File: src/rtl/color_batch_pkg.sv
// Shared definitions for the colour-batch path: colour width, default batch
// size, the unpacker state type and the batch word width helper.
package color_batch_pkg;

    localparam int unsigned COLOR_W            = 8;
    localparam int unsigned DEFAULT_BATCH_SIZE = 8;

    typedef enum logic {
        IDLE   = 1'b0,
        STREAM = 1'b1
    } state_t;

    function automatic int unsigned batch_w(input int unsigned n);
        return n * COLOR_W;
    endfunction

endpackage

File: src/rtl/batch_slot_queue.sv
// Two-entry active/pending batch store. A pop retires the active batch; a push
// in the same cycle refills behind it, so a concurrent push never drops.
module batch_slot_queue
    import color_batch_pkg::*;
#(
    parameter int unsigned BATCH_SIZE = DEFAULT_BATCH_SIZE
) (
    input  logic                             I_rgb_clk,
    input  logic                             I_rst_n,
    input  logic                             push,
    input  logic [batch_w(BATCH_SIZE)-1:0]   push_data,
    input  logic                             pop,
    output logic [batch_w(BATCH_SIZE)-1:0]   active_data,
    output logic                             active_v,
    output logic                             pending_v,
    output logic                             drop
);

    logic [batch_w(BATCH_SIZE)-1:0] pending_data;

    always_ff @(posedge I_rgb_clk or negedge I_rst_n) begin
        if (!I_rst_n) begin
            active_data  <= '0;
            pending_data <= '0;
            active_v     <= 1'b0;
            pending_v    <= 1'b0;
        end else if (pop) begin
            if (pending_v) begin
                active_data <= pending_data;
                if (push)
                    pending_data <= push_data;
                else
                    pending_v <= 1'b0;
            end else if (push) begin
                active_data <= push_data;
            end else begin
                active_v <= 1'b0;
            end
        end else if (push) begin
            if (!active_v) begin
                active_data <= push_data;
                active_v    <= 1'b1;
            end else if (!pending_v) begin
                pending_data <= push_data;
                pending_v    <= 1'b1;
            end
        end
    end

    assign drop = push && !pop && active_v && pending_v;

endmodule

File: src/rtl/color_batch_unpacker.sv
// Unpacks BATCH_SIZE-colour words into a byte-wide valid/ready stream, byte 0
// first, with one pending batch of slack and overrun statistics.
module color_batch_unpacker
    import color_batch_pkg::*;
#(
    parameter int unsigned BATCH_SIZE = DEFAULT_BATCH_SIZE,
    parameter int unsigned DROP_CNT_W = 8
) (
    input  logic                           I_rgb_clk,
    input  logic                           I_rst_n,
    input  logic                           I_batch_ready,
    input  logic [batch_w(BATCH_SIZE)-1:0] I_batch_color,
    input  logic                           I_color_ready,
    input  logic                           I_overflow_clr,
    output logic [COLOR_W-1:0]             O_color,
    output logic                           O_color_valid,
    output logic                           O_color_last,
    output logic                           O_batch_done,
    output logic                           O_busy,
    output logic                           O_overflow,
    output logic [DROP_CNT_W-1:0]          O_drop_count
);

    localparam int unsigned       IDX_W    = $clog2(BATCH_SIZE);
    localparam logic [IDX_W-1:0]  LAST_IDX = IDX_W'(BATCH_SIZE - 1);

    state_t                         state_q, state_d;
    logic [IDX_W-1:0]               idx_q, idx_d;
    logic [batch_w(BATCH_SIZE)-1:0] active_data;
    logic                           active_v, pending_v, drop;
    logic                           xfer, pop;

    assign xfer = O_color_valid && I_color_ready;
    assign pop  = xfer && O_color_last;

    batch_slot_queue #(
        .BATCH_SIZE (BATCH_SIZE)
    ) u_slots (
        .I_rgb_clk   (I_rgb_clk),
        .I_rst_n     (I_rst_n),
        .push        (I_batch_ready),
        .push_data   (I_batch_color),
        .pop         (pop),
        .active_data (active_data),
        .active_v    (active_v),
        .pending_v   (pending_v),
        .drop        (drop)
    );

    always_ff @(posedge I_rgb_clk or negedge I_rst_n) begin
        if (!I_rst_n) begin
            state_q <= IDLE;
            idx_q   <= '0;
        end else begin
            state_q <= state_d;
            idx_q   <= idx_d;
        end
    end

    always_comb begin
        state_d       = state_q;
        idx_d         = idx_q;
        O_color_valid = (state_q == STREAM);
        O_color_last  = (state_q == STREAM) && (idx_q == LAST_IDX);
        case (state_q)
            IDLE: begin
                if (I_batch_ready) begin
                    state_d = STREAM;
                    idx_d   = '0;
                end
            end
            STREAM: begin
                if (xfer) begin
                    if (idx_q == LAST_IDX) begin
                        // A refill from pending or a same-cycle batch keeps streaming with no bubble
                        idx_d = '0;
                        if (!pending_v && !I_batch_ready)
                            state_d = IDLE;
                    end else begin
                        idx_d = idx_q + 1'b1;
                    end
                end
            end
            default: state_d = IDLE;
        endcase
    end

    assign O_color = active_data[idx_q*COLOR_W +: COLOR_W];
    assign O_busy  = active_v || pending_v;

    always_ff @(posedge I_rgb_clk or negedge I_rst_n) begin
        if (!I_rst_n) begin
            O_batch_done <= 1'b0;
            O_overflow   <= 1'b0;
            O_drop_count <= '0;
        end else begin
            O_batch_done <= pop;
            if (drop) begin
                O_overflow <= 1'b1;
                if (I_overflow_clr)
                    O_drop_count <= DROP_CNT_W'(1);
                else if (!(&O_drop_count))
                    O_drop_count <= O_drop_count + 1'b1;
            end else if (I_overflow_clr) begin
                O_overflow   <= 1'b0;
                O_drop_count <= '0;
            end
        end
    end

endmodule
File: config.mk
export PLATFORM = sky130hd
export DESIGN_NAME = color_batch_unpacker
export DESIGN_NICKNAME = d
export VERILOG_FILES = /design/src/rtl/color_batch_pkg.sv /design/src/rtl/batch_slot_queue.sv /design/src/rtl/color_batch_unpacker.sv
export SDC_FILE = /design/constraint.sdc
export NUM_CORES = 1
export LEC_CHECK = 0
export ABC_AREA = 1
export CAP_MARGIN = 10
export CORE_MARGIN = 8
export CORE_UTILIZATION = 60
export CTS_CLUSTER_DIAMETER = 80
export DETAILED_ROUTE_END_ITERATION = 8
export PLACE_DENSITY = 0.85
export RECOVER_POWER = 25
export SYNTH_ARGS = -nofsm -noshare
export SYNTH_HDL_FRONTEND = slang
export SYNTH_SLANG_ARGS = --single-unit
File: constraint.sdc
create_clock -name I_rgb_clk -period 3.25 [get_ports I_rgb_clk]
set_clock_uncertainty 0.15 [all_clocks]
set_input_delay 0.4875 -clock I_rgb_clk [delete_from_list [all_inputs] [get_ports I_rgb_clk]]
set_output_delay 0.4875 -clock I_rgb_clk [all_outputs]
set_load 0.02 [all_outputs]
# --- After elaboration in Yosys (flattened, before gate mapping) ---
# Cells that the tools add are included.
word_totals:
  reg_bits: 144
  input_bits: 69
  wordCells: 78
  output_inout_bits: 21
classes:
  reduce_logical: 22
  shifts: 1
  bitwise: 1
  eq_ne: 10
  mux: 33
  addsub: 2
op_table:
  columns: ["cell", "n"]
  rows:
  - ["$mux W64", 10]
  - ["$shiftx A64 B7 Y8", 1]
  - ["$mux W8", 4]
  - ["$mux W1", 14]
  - ["$ne A2 B2 Y1 const B", 7]
  - ["$mux W3", 3]
  - ["$add A8 B1 Y8 const B", 1]
  - ["$reduce_and A8 Y1", 1]
  - ["$reduce_bool A2 Y1", 4]
  - ["$logic_and A1 B1 Y1", 7]
  - ["$pmux W3 S2", 1]
  - ["$reduce_and A2 Y1", 3]
  - ["$reduce_and A3 Y1", 2]
  - ["$reduce_and A5 Y1", 1]
  - ["$ne A2 B1 Y1 const B", 2]
  - ["$add A3 B1 Y3 const B", 1]
  - ["$eq A3 B3 Y1 const B", 1]
  - ["$logic_not A1 Y1", 3]
  - ["$pmux W1 S2", 1]
  - ["$logic_or A1 B1 Y1", 1]
  - ["$not A1 Y1", 1]

# --- Longest topological paths before layout ---
logic_depth:
  ltp_word: 9
  mapped_depth: 11
  mapped_depth_nobuf: 9

# --- Cells and area by module ---
# A second synthesis with hierarchy kept.
hier_totals:
  hier_cells: 1015
  hier_area_um2: 7287.0
by_module_without_submodules:
  columns: ["mod", "n_inst", "area_each_um2", "cells_per_inst", "seq_area_each_um2"]
  rows:
  - ["batch_slot_queue", 1, 5964.5, 785, 3253.1]
  - ["color_batch_unpacker", 1, 1322.5, 230, 350.3]

# --- Worst setup path before layout ---
# OpenSTA, ideal clock, no wires.
synth_timing:
  kind: "register to output"
  from: "register idx_q[0]"
  to: "output port O_color[0]"
  required_time_ns: 2.612
  stages_incl_launch_ff: 8
  t_arrival_ns: 1.316
  path_buffers: 2
  slack_ns: 1.297
  cell_sequence: "dfrtp_1 -> clkbuf_1 -> inv_1 -> clkbuf_1 -> nor2_1 -> o21ai_0 -> nand2_1 -> nand2_1"
synth_via:
  elab_chain_cells: 1
synth_lines:
  columns: ["item", "line", "source"]
  rows:
  - ["start: declaration", "color_batch_unpacker.sv:28", "logic [IDX_W-1:0] idx_q, idx_d;"]
  - ["start signal: assignment", "color_batch_unpacker.sv:56", "idx_q <= idx_d;"]
  - ["$shiftx A64 B7 Y8", "color_batch_unpacker.sv:88", "assign O_color = active_data[idx_q*COLOR_W +: COLOR_W];"]
  - ["end: declaration", "color_batch_unpacker.sv:15", "output logic [COLOR_W-1:0] O_color,"]
# Every way passes these cells.

# --- Final worst setup path ---
# Same ends and word-level chain as after synthesis.

==> results by group <==
Drt
  – Avg WL per Cell: 14.33 um
  – Vias: 6237
  – Final WL: 16660 um
  – Antenna violation net count after detailed routing: 0
  – Drt via density: 5.363
  – First-pass DRT Iterations: 5
  – Drt drc: 0
  – Iter 0 DRT Violations: 634

Timing
  – Final setup viols: 0
  – Final-report hold violation count: 0
  – Max Clk Rate: 332.4 MHz
  – Final worst-path cycle share: 92.57%
  – Slew @ Worst Pin: 2.045 ns
  – Fin crit period: 3.008 ns
  – Setup TNS: 0 ns
  – Hold WS: 0.3274 ns
  – RSZ-0062 raised after global routing: no
  – Max-slew headroom: -36.35%
  – Slew Viols, Final: 81

Synth
  – Post-synth EDFFs: 0
  – Largest area contributor in the netlist: dfrtp_1
  – Asr flop ratio synth: 100.0%
  – Synth Instances: 933
  – Top_reg_cell synth: dfrtp_1
  – Area share of the leading cell type in the synthesized netlist: 49.99%
  – Synth area leaders: dfrtp_1 (50%), nand2_1 (20%), o21ai_0 (7.2%)
  – Cell variety after synth: 27
  – Synth top cells by count: nand2_1 (384), dfrtp_1 (144), o21ai_0 (104)
  – Synth Net Count: 1005
  – Most numerous cell in the Yosys netlist: nand2_1
  – Syn_area_per_cell: 7.726 sq um
  – Post-synthesis sequential area ratio: 49.99%
  – Flops & latches, synth: 144
  – Synthesis warning total: 0
  – Mapped Area: 0.007208 sq mm

Floorplan
  – Die Ht: 125.6 um
  – Die X: 125.6 um
  – Starting Density: 60.77%
  – Die ar.: 0.01578 sq mm
  – Num ports: 90
  – Core ar.: 0.01186 sq mm
  – Site row count: 40

Global routing
  – Number of global-route vias before repair: 5889
  – Overflow after GRT: 0
  – Largest net degree at the start of global routing: 82
  – First-pass GRT wire length: 28730 um
  – Tot GR Track Use: 22.20%
  – Number of antenna violations at the first check in global routing: 0

Place
  – Post-DP HPWL: 10830 um
  – # port buffers: 89
  – Area of placed instances: 0.008127 sq mm
  – Final GP Congestion: 0.8516

Setup path
  – Crit-path max cell delay: 0.62 ns
  – Crit Path Max Fanout: 32
  – Slowest CP cell: clkdlybuf4s50_1
  – Crit-path cells: buf_4, nor2_1, nor2_1, o21ai_0, o21ai_1, nand2_1, nand2_1, clkdlybuf4s50_1
  – Crit path capture type: primary output
  – Cell family with most CP delay: buffers and inverters
  – CP Launch Type: register
  – WS Path Type: reg -> out
  – WP data required: 2.61 ns
  – Crit path buf inv count: 2
  – Worst Path Arrival: 2.37 ns

Finish
  – Final design utilization: 73.92%
  – Final #Nets: 1075
  – Post-Layout Inst Area: 0.008768 sq mm
  – N_diodes: 0
  – Share of cells above drive strength 1: 9.350%
  – Area growth from synthesis to layout: 21.65%

Clocking
  – Post-CTS Setup Repair Bufs: 0
  – Root Buffer: clkbuf_16
  – Clk_lat worst skew: 0.41 ns
  – Clk pin slew, worst setup/hold paths: 0.06 ns
  – CTS sink cnt: 144
  – Hold Buf Count CTS: 1
  – CTS Buf Count: 17
  – TritonCTS clock tree: yes
  – Clk buf depth: 2
  – Post_cts resized: 0
  – H-tree depth: 4

Pwr
  – PD cells: 846.5 mW/mm^2
  – VDD IR max: 383.5 uV
  – Lkg Pwr: 4.372 nW

Status
  – Failing checks: max-capacitance violations, max-slew violations
  – Status: finished, violations left

Job
  – Max cap viols: 1

Min path
  – Worst hold path type: reg -> reg
## path summary, 6_finish.rpt
check,endpoint,slack (ns),from,cells after the start
worst min-delay path,u_slots.active_data[19],0.33,u_slots.active_data[19],2
min in group asynchronous,u_slots.pending_data[6],1.02,I_rst_n,2
max in group asynchronous,u_slots.active_data[37],0.59,I_rst_n,3
worst min register to register,u_slots.active_data[19],0.33,u_slots.active_data[19],2
worst max register to register,u_slots.active_data[34],0.77,idx_q[1],8
worst max-delay path,O_color[0],0.24,idx_q[0],8
## cell usage in the layout (no fill, tap or decap)
cell type,netlist,layout
nand2_1,384,384
dfrtp_1,144,144
o21ai_0,104,104
clkdlybuf4s50_1,0,88
inv_1,77,77
nor2_1,59,59
o21ai_2,44,44
o21ai_1,37,36
clkbuf_16,0,17
nand3_1,9,10
buf_4,9,7
buf_12,0,6
clkbuf_8,0,5
nand4_1,4,4
bufinv_16,0,4
ha_1,3,3
clkinv_2,0,3
clkinv_1,2,2
inv_2,2,2
a21oi_1,2,2
o21bai_1,2,2
clkinv_4,0,2
nor3_1,1,1
nand2_4,0,1
or2_2,1,1
o211ai_1,1,1
nor2_4,0,1
o21ai_4,0,1
o22ai_1,1,1
nand3b_1,1,1
clkbuf_1,9,1
dlygate4sd3_1,0,1
clkbuf_2,0,1
## routing by layer
metal | track usage, % | vias to the layer above | wire length (um) | share of wire [%]
li1 | - | 3075 | - | -
met1 | 29.56 | 2908 | 7401 | 44
met2 | 34.55 | 218 | 7860 | 47
met4 | 7.307 | 0 | 336 | 2.0
met5 | 0 | - | 0 | 0
met3 | 5.822 | 36 | 1064 | 6.4
## metrics by stage
| stage | setup slack, ns | instances | power [W] |
|---|---|---|---|
| global placement | 0.7981 | 1130 | 0.005178 |
| detailed placement | 0.7513 | 1130 | 0.005253 |
| CTS | 0.2611 | 1163 | 0.007438 |
| finish | 0.2415 | 1163 | 0.007423 |
| floorplan | 1.297 | 933 | 0.004479 |
| global route | 0.05806 | 1163 | 0.007911 |
## kinds of logic (layout without fill, tap and decap cells)
logic type	Yosys count	count (layout)	share of synthesized area, %
simple gates	462	462	24.72
fa+ha+maj	3	3	0.5208
buf+inv	133	216	9.096
flops	144	144	49.99
compound gates	191	191	15.67
## tightest hold or removal path, cell delays in order (launching register included)
cell and delay (ns):
dfrtp_1 0.34, nand2_1 0.05, nand2_1 0.06
## area by class of cell
type	instances	area, sq um
inverters	81	304.0
multi-input cells	656	2958
repair buffers	103	1069
flip-flops and latches	144	3603
clock inverters	9	152.6
fillers	882	3093
clock buffers	23	498.0
well taps	147	183.9
## state kept, by name (all words and copies together) (netlist names)
register	count
O_batch_done	1
O_color_valid	1
O_drop_count	8
O_overflow	1
idx_q	3
u_slots.active_data	64
u_slots.active_v	1
u_slots.pending_data	64
u_slots.pending_v	1
## where the power goes
group	leakage, nW	total, W	internal [W]	switching [W]
clock	0.323	0.00211	0.00139	0.000723
combinational	2.25	0.00227	0.000953	0.00132
sequential	1.80	0.00304	0.00254	0.000503
No activity file was read; power rests on OpenSTA's default activity.
==> variant 1: new RTL, same flow settings <==
The package constant `DEFAULT_BATCH_SIZE` goes from 8 to 16.
--- a/src/rtl/color_batch_pkg.sv
+++ b/src/rtl/color_batch_pkg.sv
@@ -3,7 +3,7 @@
 package color_batch_pkg;
 
     localparam int unsigned COLOR_W            = 8;
-    localparam int unsigned DEFAULT_BATCH_SIZE = 8;
+    localparam int unsigned DEFAULT_BATCH_SIZE = 16;
 
     typedef enum logic {
         IDLE   = 1'b0,
Ports: changed (resized I_batch_color); port bits go from 90 to 154. No check against the original RTL was run, so the function may have changed too.
==> variant 1 against the original RTL <==
- the run still ends with capacitance limit, slew limit left
- critical path depth increased by 1
- area after synthesis increased by 92%
- core utilization decreased by 0.79 points
- design area increased by 89%
- fmax increased by 2.5%
- sequential cell count increased by 129
- worst setup slack improved by 74 ps
- power increased by 80%
- wire length increased by 140%
==> variant 1: results <==
[run_status]
status = "finished with violations"
failed_checks = "capacitance limit, slew limit"

[setup_path]
r2r_cells = 7
reg2reg_to = "u_slots.active_data[73]$_DFFE_PN0P_"
worstPathArrival_ps = 2300
worst-r2r-setup-slack_ps = 490
path_max_fanout = 14
cp-startpoint = "idx_q[1]$_DFFE_PN0P_"

[synthesis]
yosysUniqueCellTypes = 26
yosys-top-cells-area = "dfrtp_1 49%, nand2_1 23%, nand3_1 14%"
yosysSeqAreaShare_pct = 49.33
synth_fa_ha_area_share_pct = 0.1807

[route]
first_pass_iters = 6
avgViaCountPerCell = 5.822
wl_per_cell_um = 17.22

[hold_path]
min_to = "u_slots.pending_data[5]$_DFFE_PN0P_"
holdCritStartpoint = "u_slots.pending_data[5]$_DFFE_PN0P_"

[global_routing]
grt_max_degree = 105
antenna_found_initial = 1

[placement]
placed_cells = 2215
pre_cts_ws_ps = 455.9
hpwl_um = 24920

[sta]
maxSlewViolCount = 115
tightest_slew_ps = 2109

[cts]
cts_setup_buffers = 6
cts_htree_levels = 1
cts_buffers = 29

[layout]
nNetsFinal = 2103

[flow_run]
maxCapViolations = 2
[variant 1: cell types whose count changed in the layout (fill, tap and decap cells not counted), moves of 44 or more]
cell,delta
a21oi_1,+52
nand2_1,+449
nor2_1,-45
o21ai_2,-44
clkdlybuf4s50_1,+55
dfrtp_1,+127
nand3_1,+374
[variant 1: where the power goes]
| group | total (mW) | internal [mW] | switching (mW) |
|---|---|---|---|
| sequential | 5.94 | 5.03 | 0.918 |
| clock | 3.52 | 2.16 | 1.35 |
| combinational | 3.89 | 1.55 | 2.35 |
[variant 1: through the flow]
step / instance area (µm²) / hold slack [ps]
after floorplan: 13850 / 41.91
final: 16560 / 321.7
after global routing: 16560 / 338.0
after global placement: 15450 / 303.1
after CTS: 16560 / 286.1
after detailed placement: 15450 / 308.8
[variant 1: routing by layer]
layer	wire length, µm	vias up	track usage [%]
met5	0	-	0
met4	1542	0	11.22
met3	3137	103	4.630
met2	18700	662	45.72
met1	15810	6246	36.50
li1	-	6239	-
[variant 1: layout make-up]
class	instances	area, µm²
Timing Repair Buffer	190	1974
Inverter	64	245.2
Fill cell	1779	6082
Sequential cell	273	6837
Antenna cell	1	2.502
Tap cell	285	356.6
Clock inverter	14	197.7
Multi-Input combinational cell	1410	6122
Clock buffer	39	823.3
[variant 1: worst max path at each step]
stage	slack (ps)	cells past startpoint	to
detailed placement	460	8	O_color[4]
CTS	2	9	O_color[5]
finish	320	9	O_color[4]
floorplan	1130	7	O_color[2]
global placement	440	8	O_color[3]
global route	160	3	idx_q[0]$_DFFE_PN0P_
[variant 1: critical path: cells and delay by family, from the launching register on]
kind	cells	cell delay, ps
DFF	1	430
buffers and inverters	4	630
and+or+nand+nor	4	580
AOI/OAI and AO/OA	1	120
==> variant 2: new RTL, same flow settings <==
Made on the original files. Reset style: synchronous (`I_rst_n`), changed in 3 clocked blocks.
--- a/src/rtl/batch_slot_queue.sv
+++ b/src/rtl/batch_slot_queue.sv
@@ -18,7 +18,7 @@
 
     logic [batch_w(BATCH_SIZE)-1:0] pending_data;
 
-    always_ff @(posedge I_rgb_clk or negedge I_rst_n) begin
+    always_ff @(posedge I_rgb_clk) begin
         if (!I_rst_n) begin
             active_data  <= '0;
             pending_data <= '0;
--- a/src/rtl/color_batch_unpacker.sv
+++ b/src/rtl/color_batch_unpacker.sv
@@ -47,7 +47,7 @@
         .drop        (drop)
     );
 
-    always_ff @(posedge I_rgb_clk or negedge I_rst_n) begin
+    always_ff @(posedge I_rgb_clk) begin
         if (!I_rst_n) begin
             state_q <= IDLE;
             idx_q   <= '0;
@@ -88,7 +88,7 @@
     assign O_color = active_data[idx_q*COLOR_W +: COLOR_W];
     assign O_busy  = active_v || pending_v;
 
-    always_ff @(posedge I_rgb_clk or negedge I_rst_n) begin
+    always_ff @(posedge I_rgb_clk) begin
         if (!I_rst_n) begin
             O_batch_done <= 1'b0;
             O_overflow   <= 1'b0;
Check against the original RTL: differs if I_rst_n is asserted again (counterexample within 4 cycles, from zero or initial values and one cycle with I_rst_n low); with I_rst_n held inactive, the same outputs for 4 cycles.
==> variant 2 against the original RTL <==
- wire length rose by 1.0%
- worst setup slack improved by 41 ps
- sequential cell count did not move
- highest routed layer unchanged
- largest cell class is now multi-input gates
- area after synthesis fell by 0.85%
- critical path depth fell by 1
- design area fell by 3.4%
- die area fell by 0.74%
Power is not compared: it rests on default switching activity, and its combinational part moved more than twofold at a synthesized area within 25%.
==> variant 2: results <==
[global_routing]
grtUsageMet2_pct = 34.10
grt_pass1_wl_um = 28120
grt_pass1_vias = 6024
antenna_found_initial = 0
grt_use_met1_pct = 27.05
gr-usage-met3_pct = 4.717
grt_usage_pct = 21.15
grt_max_degree = 75

[hold_path]
min_to = "O_color_valid$_SDFF_PN0_"
hold_depth = 3
hold_class = "input port to flip-flop"
holdCritStartpoint = "I_batch_ready"

[sta]
setup_tns_ps = 0
tightest_slew_ps = 1096

[synthesis]
synth_ff_type = "dfxtp_1"
netlist_top_cells_count = "318 x nand2_1, 144 x dfxtp_1, 141 x a21oi_1"
yosysSeqAreaShare_pct = 40.34
yosys_warnings = 0
yosys.area.top_type = "dfxtp_1"
yosysUniqueCellTypes = 24
yosys-top-cells-area = "dfxtp_1 40%, nand2_1 17%, a21oi_1 9.9%"
synth_nets = 1178
async_reset_ff_share_pct = 0

[route]
met3_wirelength_um = 928
drt-met1-wl_um = 7663
wl_met2_um = 7940
dr.max_layer_used = "met4"
avgViaCountPerCell = 5.329
wl_per_cell_um = 12.90
first_pass_iters = 5
dr.first_iter.drc_count = 650

[setup_path]
worst-r2r-setup-slack_ps = 490
critical-path-top-delay-family = "buffers and inverters"
cp-startpoint = "idx_q[0]$_SDFFE_PN0P_"
r2r_cells = 10
slowest_delay_ps = 610
cp-endpoint = "O_color[7]"
path_max_fanout = 17
reg2reg_from = "idx_q[0]$_SDFFE_PN0P_"
worstPathArrival_ps = 2330
slowest_stage = "clkdlybuf4s50_1"
reg2reg_to = "u_slots.pending_data[31]$_SDFFE_PN0P_"

[layout]
reg_top3 = "u_slots.active_data: 64 flops, u_slots.pending_data: 64 flops, O_drop_count: 8 flops"
fill_cells = 933
drive_gt1_share_pct = 4.577
antenna_cells = 0

[cts]
cts_setup_buffers = 0
cts_buffer_depth = 2
cts_buffers = 17
cts_htree_levels = 4
cts_root_buffer = "clkbuf_16"
cts.repair.resized = 0
clkTransAtPathRegs_ps = 60

[placement]
gp_congestion = 0.9153
hpwl_um = 10710
io_buffers = 89

[power]
vdd_ir_drop_max_mv = 0.2962
cellLeakagePower_nw = 3.556

[run_status]
status = "completed"
[variant 2: cell families after synthesis]
kind of cell	share of synthesized area, %
buf+inv	11.06
fa+ha+maj	0.5253
compound gates	18.63
simple gates	29.45
flops	40.34
[variant 2: through the flow]
step	cells	util [%]	cell area [µm²]	hold WS, ps	setup WS (ps)
detailed placement	1273	67.04	7919	305.4	648.9
floorplan	1106	-	7147	292.2	1274
global route	1305	71.71	8469	300.8	112.7
global placement	1273	67.04	7919	301.9	740.5
finish	1305	71.71	8469	292.2	282.5
CTS	1305	71.81	8482	280.9	273.5
[variant 2: cell type report]
cell class	count	area (µm²)	area share, %
clock inverters	14	133.9	1.581
repair buffers	103	1026	12.11
inverters	89	334.1	3.944
well taps	147	183.9	2.172
clock buffers	18	429.2	5.067
flip-flops and latches	144	2883	34.04
multi-input cells	790	3480	41.08
[variant 2: power by group]
group          switching (mW)  total [mW]  internal, mW
clock                   0.791        1.86          1.06
combinational           0.333       0.572         0.239
sequential             0.0593        1.93          1.87
